==> src/rtl/dma_copy_master_pkg.sv <==
// Shared constants for the DMA copy master: register offsets, CTRL bit
// positions, engine state encoding and master-bus strobe values.
package dma_copy_master_pkg;

    localparam logic [1:0] REG_SRC  = 2'd0;
    localparam logic [1:0] REG_DST  = 2'd1;
    localparam logic [1:0] REG_LEN  = 2'd2;
    localparam logic [1:0] REG_CTRL = 2'd3;

    localparam int CTRL_START  = 0;
    localparam int CTRL_IRQ_EN = 1;
    localparam int CTRL_BUSY   = 8;
    localparam int CTRL_DONE   = 9;

    localparam logic [3:0] WSTRB_RD = 4'h0;
    localparam logic [3:0] WSTRB_WR = 4'hF;

    typedef enum logic [1:0] {
        ST_IDLE   = 2'd0,
        ST_RD_REQ = 2'd1,
        ST_WR_REQ = 2'd2,
        ST_GAP    = 2'd3
    } state_e;

    function automatic logic [31:0] word_align(input logic [31:0] a);
        return {a[31:2], 2'b00};
    endfunction

endpackage

==> src/rtl/dma_regs.sv <==
// Slave register window of the DMA copy master: SRC/DST/LEN working registers,
// CTRL with sticky DONE, START qualification and the registered interrupt.
module dma_regs
    import dma_copy_master_pkg::*;
#(
    parameter int LEN_WIDTH = 16
) (
    input  logic                 clk,
    input  logic                 reset,
    input  logic                 select_i,
    input  logic [3:0]           wstrb_i,
    input  logic [1:0]           reg_sel_i,
    input  logic [31:0]          data_i,
    output logic                 ready_o,
    output logic [31:0]          data_o,
    input  logic                 busy_i,
    input  logic                 step_i,
    input  logic                 done_i,
    output logic                 start_o,
    output logic [31:0]          src_o,
    output logic [31:0]          dst_o,
    output logic [LEN_WIDTH-1:0] len_o,
    output logic                 irq_o
);

    logic                 ready_q;
    logic [31:0]          data_o_q;
    logic [31:0]          src_q;
    logic [31:0]          dst_q;
    logic [LEN_WIDTH-1:0] len_q;
    logic                 irq_en_q;
    logic                 done_q;
    logic                 irq_q;

    logic                 wr_en_s;
    logic                 ctrl_wr_s;
    logic                 start_acc_s;
    logic                 done_set_s;
    logic [31:0]          rdata_s;

    // Decode slave writes and qualify START against busy and a concurrent DONE set
    always_comb begin
        wr_en_s     = ready_q & select_i & (wstrb_i != 4'h0);
        ctrl_wr_s   = wr_en_s & (reg_sel_i == REG_CTRL);
        start_acc_s = ctrl_wr_s & data_i[CTRL_START] & ~busy_i & ~done_i;
        done_set_s  = done_i | (start_acc_s & (len_q == {LEN_WIDTH{1'b0}}));
        start_o     = start_acc_s & (len_q != {LEN_WIDTH{1'b0}});
    end

    // Read mux for the register window
    always_comb begin
        rdata_s = 32'h0;
        case (reg_sel_i)
            REG_SRC: rdata_s = src_q;
            REG_DST: rdata_s = dst_q;
            REG_LEN: rdata_s = {{(32-LEN_WIDTH){1'b0}}, len_q};
            REG_CTRL: begin
                rdata_s[CTRL_IRQ_EN] = irq_en_q;
                rdata_s[CTRL_BUSY]   = busy_i;
                rdata_s[CTRL_DONE]   = done_q;
            end
            default: rdata_s = 32'h0;
        endcase
    end

    // Slave handshake, working registers, DONE and irq state
    always_ff @(posedge clk) begin
        if (reset) begin
            ready_q  <= 1'b0;
            data_o_q <= 32'h0;
            src_q    <= 32'h0;
            dst_q    <= 32'h0;
            len_q    <= {LEN_WIDTH{1'b0}};
            irq_en_q <= 1'b0;
            done_q   <= 1'b0;
            irq_q    <= 1'b0;
        end else begin
            ready_q  <= select_i & ~ready_q;
            data_o_q <= (select_i & ~ready_q) ? rdata_s : 32'h0;

            if (step_i) begin
                src_q <= src_q + 32'd4;
                dst_q <= dst_q + 32'd4;
                len_q <= len_q - LEN_WIDTH'(1);
            end else if (wr_en_s & ~busy_i) begin
                case (reg_sel_i)
                    REG_SRC: src_q <= word_align(data_i);
                    REG_DST: dst_q <= word_align(data_i);
                    REG_LEN: len_q <= data_i[LEN_WIDTH-1:0];
                    default: len_q <= len_q;
                endcase
            end

            if (ctrl_wr_s) begin
                irq_en_q <= data_i[CTRL_IRQ_EN];
            end

            // A DONE set outranks a same-cycle write-1-to-clear
            if (done_set_s) begin
                done_q <= 1'b1;
            end else if (start_o) begin
                done_q <= 1'b0;
            end else if (ctrl_wr_s & data_i[CTRL_DONE]) begin
                done_q <= 1'b0;
            end

            irq_q <= done_q & irq_en_q;
        end
    end

    assign ready_o = ready_q;
    assign data_o  = data_o_q;
    assign src_o   = src_q;
    assign dst_o   = dst_q;
    assign len_o   = len_q;
    assign irq_o   = irq_q;

endmodule

==> src/rtl/dma_copy_master.sv <==
// Memory-to-memory word copy engine: alternates read and write requests on the
// master port with a one-cycle idle gap between every transaction.
module dma_copy_master
    import dma_copy_master_pkg::*;
#(
    parameter int LEN_WIDTH = 16
) (
    input  logic        clk,
    input  logic        reset,
    input  logic        select,
    input  logic [3:0]  wstrb,
    input  logic [3:0]  addr,
    input  logic [31:0] data_i,
    output logic        ready,
    output logic [31:0] data_o,
    output logic        m_valid,
    output logic [31:0] m_addr,
    output logic [31:0] m_wdata,
    output logic [3:0]  m_wstrb,
    input  logic        m_ready,
    input  logic [31:0] m_rdata,
    output logic        irq
);

    state_e               state_q;
    state_e               next_q;
    logic                 m_valid_q;
    logic [31:0]          m_addr_q;
    logic [31:0]          m_wdata_q;
    logic [3:0]           m_wstrb_q;

    logic                 start_s;
    logic                 step_s;
    logic                 last_s;
    logic [31:0]          src_s;
    logic [31:0]          dst_s;
    logic [LEN_WIDTH-1:0] len_s;
    logic                 unused_s;

    assign unused_s = &{1'b0, addr[1:0]};
    assign step_s   = (state_q == ST_WR_REQ) & m_ready;
    assign last_s   = step_s & (len_s == LEN_WIDTH'(1));

    dma_regs #(
        .LEN_WIDTH (LEN_WIDTH)
    ) u_regs (
        .clk       (clk),
        .reset     (reset),
        .select_i  (select),
        .wstrb_i   (wstrb),
        .reg_sel_i (addr[3:2]),
        .data_i    (data_i),
        .ready_o   (ready),
        .data_o    (data_o),
        .busy_i    (state_q != ST_IDLE),
        .step_i    (step_s),
        .done_i    (last_s),
        .start_o   (start_s),
        .src_o     (src_s),
        .dst_o     (dst_s),
        .len_o     (len_s),
        .irq_o     (irq)
    );

    // Copy engine FSM with registered master-port outputs
    always_ff @(posedge clk) begin
        if (reset) begin
            state_q   <= ST_IDLE;
            next_q    <= ST_IDLE;
            m_valid_q <= 1'b0;
            m_addr_q  <= 32'h0;
            m_wdata_q <= 32'h0;
            m_wstrb_q <= WSTRB_RD;
        end else begin
            case (state_q)
                ST_IDLE: begin
                    if (start_s) begin
                        state_q   <= ST_RD_REQ;
                        m_valid_q <= 1'b1;
                        m_addr_q  <= src_s;
                        m_wstrb_q <= WSTRB_RD;
                    end
                end
                ST_RD_REQ: begin
                    if (m_ready) begin
                        state_q   <= ST_GAP;
                        next_q    <= ST_WR_REQ;
                        m_valid_q <= 1'b0;
                        m_wdata_q <= m_rdata;
                    end
                end
                ST_WR_REQ: begin
                    if (m_ready) begin
                        m_valid_q <= 1'b0;
                        state_q   <= last_s ? ST_IDLE : ST_GAP;
                        next_q    <= ST_RD_REQ;
                    end
                end
                // SRC/DST already reflect the last step when leaving the gap
                ST_GAP: begin
                    state_q   <= next_q;
                    m_valid_q <= 1'b1;
                    if (next_q == ST_WR_REQ) begin
                        m_addr_q  <= dst_s;
                        m_wstrb_q <= WSTRB_WR;
                    end else begin
                        m_addr_q  <= src_s;
                        m_wstrb_q <= WSTRB_RD;
                    end
                end
                default: begin
                    state_q   <= ST_IDLE;
                    m_valid_q <= 1'b0;
                end
            endcase
        end
    end

    assign m_valid = m_valid_q;
    assign m_addr  = m_addr_q;
    assign m_wdata = m_wdata_q;
    assign m_wstrb = m_wstrb_q;

endmodule

==> config.mk <==
export PLATFORM = sky130hd
export DESIGN_NAME = dma_copy_master
export DESIGN_NICKNAME = d
export VERILOG_FILES = /design/src/rtl/dma_copy_master_pkg.sv /design/src/rtl/dma_regs.sv /design/src/rtl/dma_copy_master.sv
export SDC_FILE = /design/constraint.sdc
export NUM_CORES = 1
export LEC_CHECK = 0
export ABC_AREA = 1
export CORE_MARGIN = 5
export CORE_UTILIZATION = 57
export DETAILED_ROUTE_END_ITERATION = 10
export HOLD_SLACK_MARGIN = 0.06
export MAX_ROUTING_LAYER = met4
export PLACE_DENSITY = 0.91
export SETUP_SLACK_MARGIN = 0.15
export SYNTH_ARGS = -nofsm -noshare
export SYNTH_HDL_FRONTEND = slang
export SYNTH_SLANG_ARGS = --single-unit
==> constraint.sdc <==
create_clock -name clk -period 4.5 [get_ports clk]
set_input_delay 1.125 -clock clk [delete_from_list [all_inputs] [get_ports clk]]
set_output_delay 1.125 -clock clk [all_outputs]
set_load 0.01 [all_outputs]
Word level (Yosys, flattened, before mapping)
Index checks and enable logic that the tools add are counted. W data, S select, Z words.

Multiplexer cells: 34. Reduce and logical (&&, ||, !) cells: 23. Add/sub/neg operators: 3. Equal/unequal tests: 12. Bitwise operators: 19.

Operators by type and width (count): $mux W32 (8); $pmux W22 S3 (1); $add A32 B3 Y32 const B (2); $pmux W32 S2 (1); $mux W16 (3); $pmux W6 S3 (1); $eq A16 B1 Y1 const B (1); $logic_not A16 Y1 (1); $pmux W2 S4 (2); $reduce_bool A16 Y1 (1); $sub A16 B1 Y16 const B (1); $and A1 B1 Y1 (14); $reduce_bool A2 Y1 (7); $mux W2 (6); $reduce_and A2 Y1 (6); $eq A2 B2 Y1 const B (5); $mux W4 (2); $pmux W4 S2 (1); $ne A2 B2 Y1 const B (3); $pmux W1 S3 (2); $reduce_and A3 Y1 (2); $mux W1 (5); $eq A2 B1 Y1 const B (2); $logic_not A2 Y1 (2); other kinds (8) (12).

Output and inout port bits: 103. Flip-flop bits (word level): 189. Bits of input ports: 76. Word-level logic and storage cells: 105.

Longest topological paths before layout
Depth in word-level cells: 9. Gate-level depth with buffers: 12. Gate-level depth less buffers: 12.

Hierarchy
Synthesis repeated with hierarchy kept, for this count alone.

Cell total of the unflattened synthesis: 1545. Area, all modules: 10060.9 um^2.

By module, submodules not included: dma_regs (cells each 1128, times used 1, sequential area each 2242.2 um^2, area an instance 6841.6 um^2); dma_copy_master (cells each 417, times used 1, sequential area each 1401.3 um^2, area an instance 3219.3 um^2).

Worst setup path before layout
No wires, ideal clock.

Kind: input-to-reg. Start: input port wstrb[3]. End: register u_regs.src_q[28] (netlist: u_regs.src_o[28]). Path slack: 2.233 ns. Arrival: 2.139 ns. Stages: 9. Required time: 4.372 ns. Library setup time: 0.128 ns. Path buffers: 1. Cell sequence: nor2_1 nand2_1 nand3_2 inv_1 a21oi_2 buf_2 o21ai_0 a21oi_1 nor2_1.

Word-level cells in the longest chain between the ends: 5.

RTL lines: start, declared (RTL line dma_copy_master.sv:11) `input logic [3:0] wstrb,`; $reduce_bool A4 Y1 (RTL line dma_regs.sv:43) `wr_en_s = ready_q & select_i & (wstrb_i != 4'h0);`; $and A1 B1 Y1 (RTL line dma_regs.sv:43); $and A1 B1 Y1 (RTL line dma_regs.sv:85) `end else if (wr_en_s & ~busy_i) begin`; $reduce_bool A2 Y1 (no source line); $reduce_and A2 Y1 (no source line); end signal, assigned (RTL line dma_regs.sv:82) `src_q <= src_q + 32'd4;`; end signal, assigned (RTL line dma_regs.sv:87) `REG_SRC: src_q <= word_align(data_i);`; end, declared (RTL line dma_regs.sv:28) `logic [31:0] src_q;`.

No other way between the ends. A chain may end at the register's enable or synchronous reset.

Worst setup path in the final report
Start: input port select. End: register u_regs.src_q[11] (netlist: u_regs.src_o[11]).

Word-level cells in the longest chain between the ends: 5.

RTL lines: start, declared (RTL line dma_copy_master.sv:10) `input logic select,`; $and A1 B1 Y1 (2 in a row) (RTL line dma_regs.sv:43); $and A1 B1 Y1 (RTL line dma_regs.sv:85); $reduce_bool A2 Y1 (no source line); $reduce_and A2 Y1 (no source line).

No other way between the ends.

==> out/metrics.yaml <==
status:
  status: "finished, final reports clean"
timing:
  slew_viol_final: 0
  setup_viol: 0
  clock_skew_ns: 0.00731
  max_slew_margin: 0.183
  rsz0062_at_grt: "no"
  timing.fmax_mhz: 337
  hold_viol: 0
  tightest_slew_ns: 1.22
  fin_ws_ns: 1.53
  fin_crit_sh: 0.659
  min_period_ns: 2.97
  setup_tns_ns: 0
pwr:
  power_frac_seq: 0.440
  p_comb_frac: 0.194
  switching_share: 0.311
  power.leakage_nw: 4.83
  powerDensity_nw_per_um2: 342
  pwr-share-clk: 0.366
  p_switching_mw: 1.27
  peakVddDrop_v: 0.000303
  p_total_mw: 4.07
  p_int_mw: 2.81
clocking:
  hold_buffers: 0
  clkSlewWorstSetupHoldPaths_ns: 0.07
  numCtsBuffers: 17
  cts_tree: "yes"
  clock-sinks: 180
  cts_setup_buffers: 0
  postCtsResizedCells: 0
  cts_max_path_buffers: 2
  insertion_delay_ns: 0.44
  cts_root_buf: "clkbuf_16"
  cts.htree.levels: 4
final_layout:
  nets: 1719
  fill_cells: 1342
  diodes: 0
  multiInputGateArea_um2: 4980
  final_common_cell: "nand2_1"
  seqCellArea_um2: 3600
  layout_common_cells: "nand2_1 (365), nor2_1 (254), o21ai_0 (180), dfxtp_1 (180), clkdlybuf4s50_1 (174)"
  syn2layout_area_growth_pct: 25.1
  drive_gt1_frac: 0.0498
  design_area_um2: 11900
  finalNonFillerCells: 1866
worst_hold_path:
  hp-start: "u_regs.irq_en_q"
  hp-class: "register to register"
placement:
  io_buffer_count: 174
  dp_cells: 1834
  gp_congestion: 1.02
  dpl-instance-area_um2: 11300
  place_hpwl_mm: 22.5
  pre_cts_slack_ns: 1.23
synthesis:
  synth-async-reset-ratio: 0
  synth_edf_count: 0
  synth_area_leaders: "dfxtp_1 (38%), nand2_1 (14%), nor2_1 (10%)"
  post_synth_instance_area_um2: 9520
  synth_mux_area_frac: 0
  synth_flop_cell: "dfxtp_1"
  synth_seq_cells: 180
  ys_seq_area_frac: 0.378
  synthAdderAreaFrac: 0.0131
  synthDistinctLibCells: 40
  yosys_warnings: 0
  synth_top_family_by_area: "simple AND/OR/NAND/NOR gates"
  avgSynthCellArea_um2: 6.36
  yosys.area.top_type: "dfxtp_1"
  yosys.area.top_type_share: 0.378
  synthesis.instances: 1498
  synthSimpleGateAreaFrac: 0.314
  synth_compound_area_frac: 0.182
  synth_xor_area_frac: 0.0120
global_route:
  grt_usage: 0.320
  grt_max_degree: 62
  grt.met1_usage: 0.397
  grtUsageMet2: 0.508
  overflow: 0
  top_usage_layer: "met2"
  grt_pass1_wl_mm: 49.3
  grt_pass1_vias: 9710
  antenna_found_initial: 0
  met3_usage: 0.0446
critical_path:
  crit_path_start: "select"
  end_kind: "register"
  crit-reg2reg-launch: "state_q[1]"
  cp.required_ns: 4.83
  crit_arrival_ns: 3.30
  startpoint_type: "primary input"
  critical_path_peak_fanout: 37
  critical_path_class: "primary input to register"
floorplan:
  num_rows: 47
  start_util: 0.578
  ios: 179
  die_h_um: 139
  die_area_um2: 19400
  coreArea_um2: 16500
  die_w_um: 139
route:
  wl_per_cell_um: 16.6
  drcViolationCount: 0
  dr.pass1.iters: 6
  routed_wl_mm: 31.1
  drt_iter0_drc: 1260
  via_count: 10600
  vias_per_cell: 5.67
  antenna_left: 0
run:
  max_cap_violations: 0
## synth_stat cells, types with 2 or more instances
master	instances
o21a_1	2
buf_4	6
nand3_2	4
nor2_4	2
xnor2_1	3
xor2_1	10
a211oi_1	4
nand2_1	366
dfxtp_1	180
inv_2	9
nand3b_1	3
nand4_1	14
or2_2	2
o221ai_1	7
clkbuf_2	5
inv_1	149
a31oi_1	18
nand3_1	54
buf_6	4
a21oi_1	84
o211ai_1	6
clkbuf_1	40
o21bai_1	2
o21ai_1	9
nor2_1	255
o22ai_1	7
nor3_1	24
o21ai_0	180
nor2_2	6
buf_2	17
ha_1	10
buf_1	2
nand2_2	7
## logic make-up (layout without fill, tap and decap cells)
group | after synthesis | in the layout
AO/OA/AOI/OAI | 324 | 324
XOR/XNOR | 13 | 13
adder cells (fa/ha/maj) | 10 | 10
buffers and inverters | 232 | 379
flip-flops | 180 | 180
other | 1 | 2
AND/OR/NAND/NOR | 738 | 738
## path summary, 6_finish.rpt
| check | endpoint | slack, ns | cells past startpoint |
|---|---|---|---|
| setup reg to reg | u_regs.src_o[11] | 1.95 | 9 |
| setup / recovery | u_regs.src_o[11] | 1.53 | 10 |
| hold reg to reg | u_regs.irq_o | 0.46 | 2 |
| hold / removal | u_regs.irq_o | 0.46 | 2 |
## worst max-delay path, cell delays in order
cell             delay [ns]
clkdlybuf4s50_1        0.48
nand2_1                0.06
inv_1                  0.12
nand3_2                0.15
inv_1                  0.15
nand2_2                0.15
nand2_2                0.57
o21ai_0                0.20
o21ai_0                0.23
inv_1                  0.06
## metrics by stage
step           utilization  hold WS [ns]
6_report             0.723         0.459
4_1_cts              0.723         0.455
5_1_grt              0.723         0.485
2_1_floorplan            -         0.420
3_3_place_gp         0.688         0.441
3_5_place_dp         0.688         0.445
## cell type report
| type | instances | share of cell area |
|---|---|---|
| clock buffers | 17 | 0.0357 |
| clock inverters | 15 | 0.0138 |
| inverters | 158 | 0.0498 |
| multi-input cells | 1087 | 0.418 |
| flip-flops and latches | 180 | 0.303 |
| well taps | 220 | 0.0231 |
| repair buffers | 189 | 0.157 |
## state kept, by name (all words and copies together) (netlist names)
name / count
m_wdata: 32
u_regs.done_q: 1
m_valid: 1
m_addr: 30
state_q: 2
m_wstrb: 1
u_regs.irq_en_q: 1
u_regs.ready_o: 1
u_regs.src_o: 30
u_regs.data_o: 32
u_regs.len_o: 16
u_regs.dst_o: 30
u_regs.irq_o: 1
next_q: 2
## power by group through the flow
stage	combinational (mW)	clock [mW]	sequential (mW)
after floorplan	0.398	0	1.85
after global placement	0.758	0	1.82
after detailed placement	0.779	0	1.83
after CTS	0.786	1.49	1.79
after global routing	0.871	1.57	1.80
final	0.791	1.49	1.79
## routing by layer
layer,wire length (µm),part of all wire
met1,12300,0.40
met2,14100,0.45
met3,2840,0.091
met4,1840,0.059
met5,0,0
Note: power is estimated with default switching activity, not from simulation.
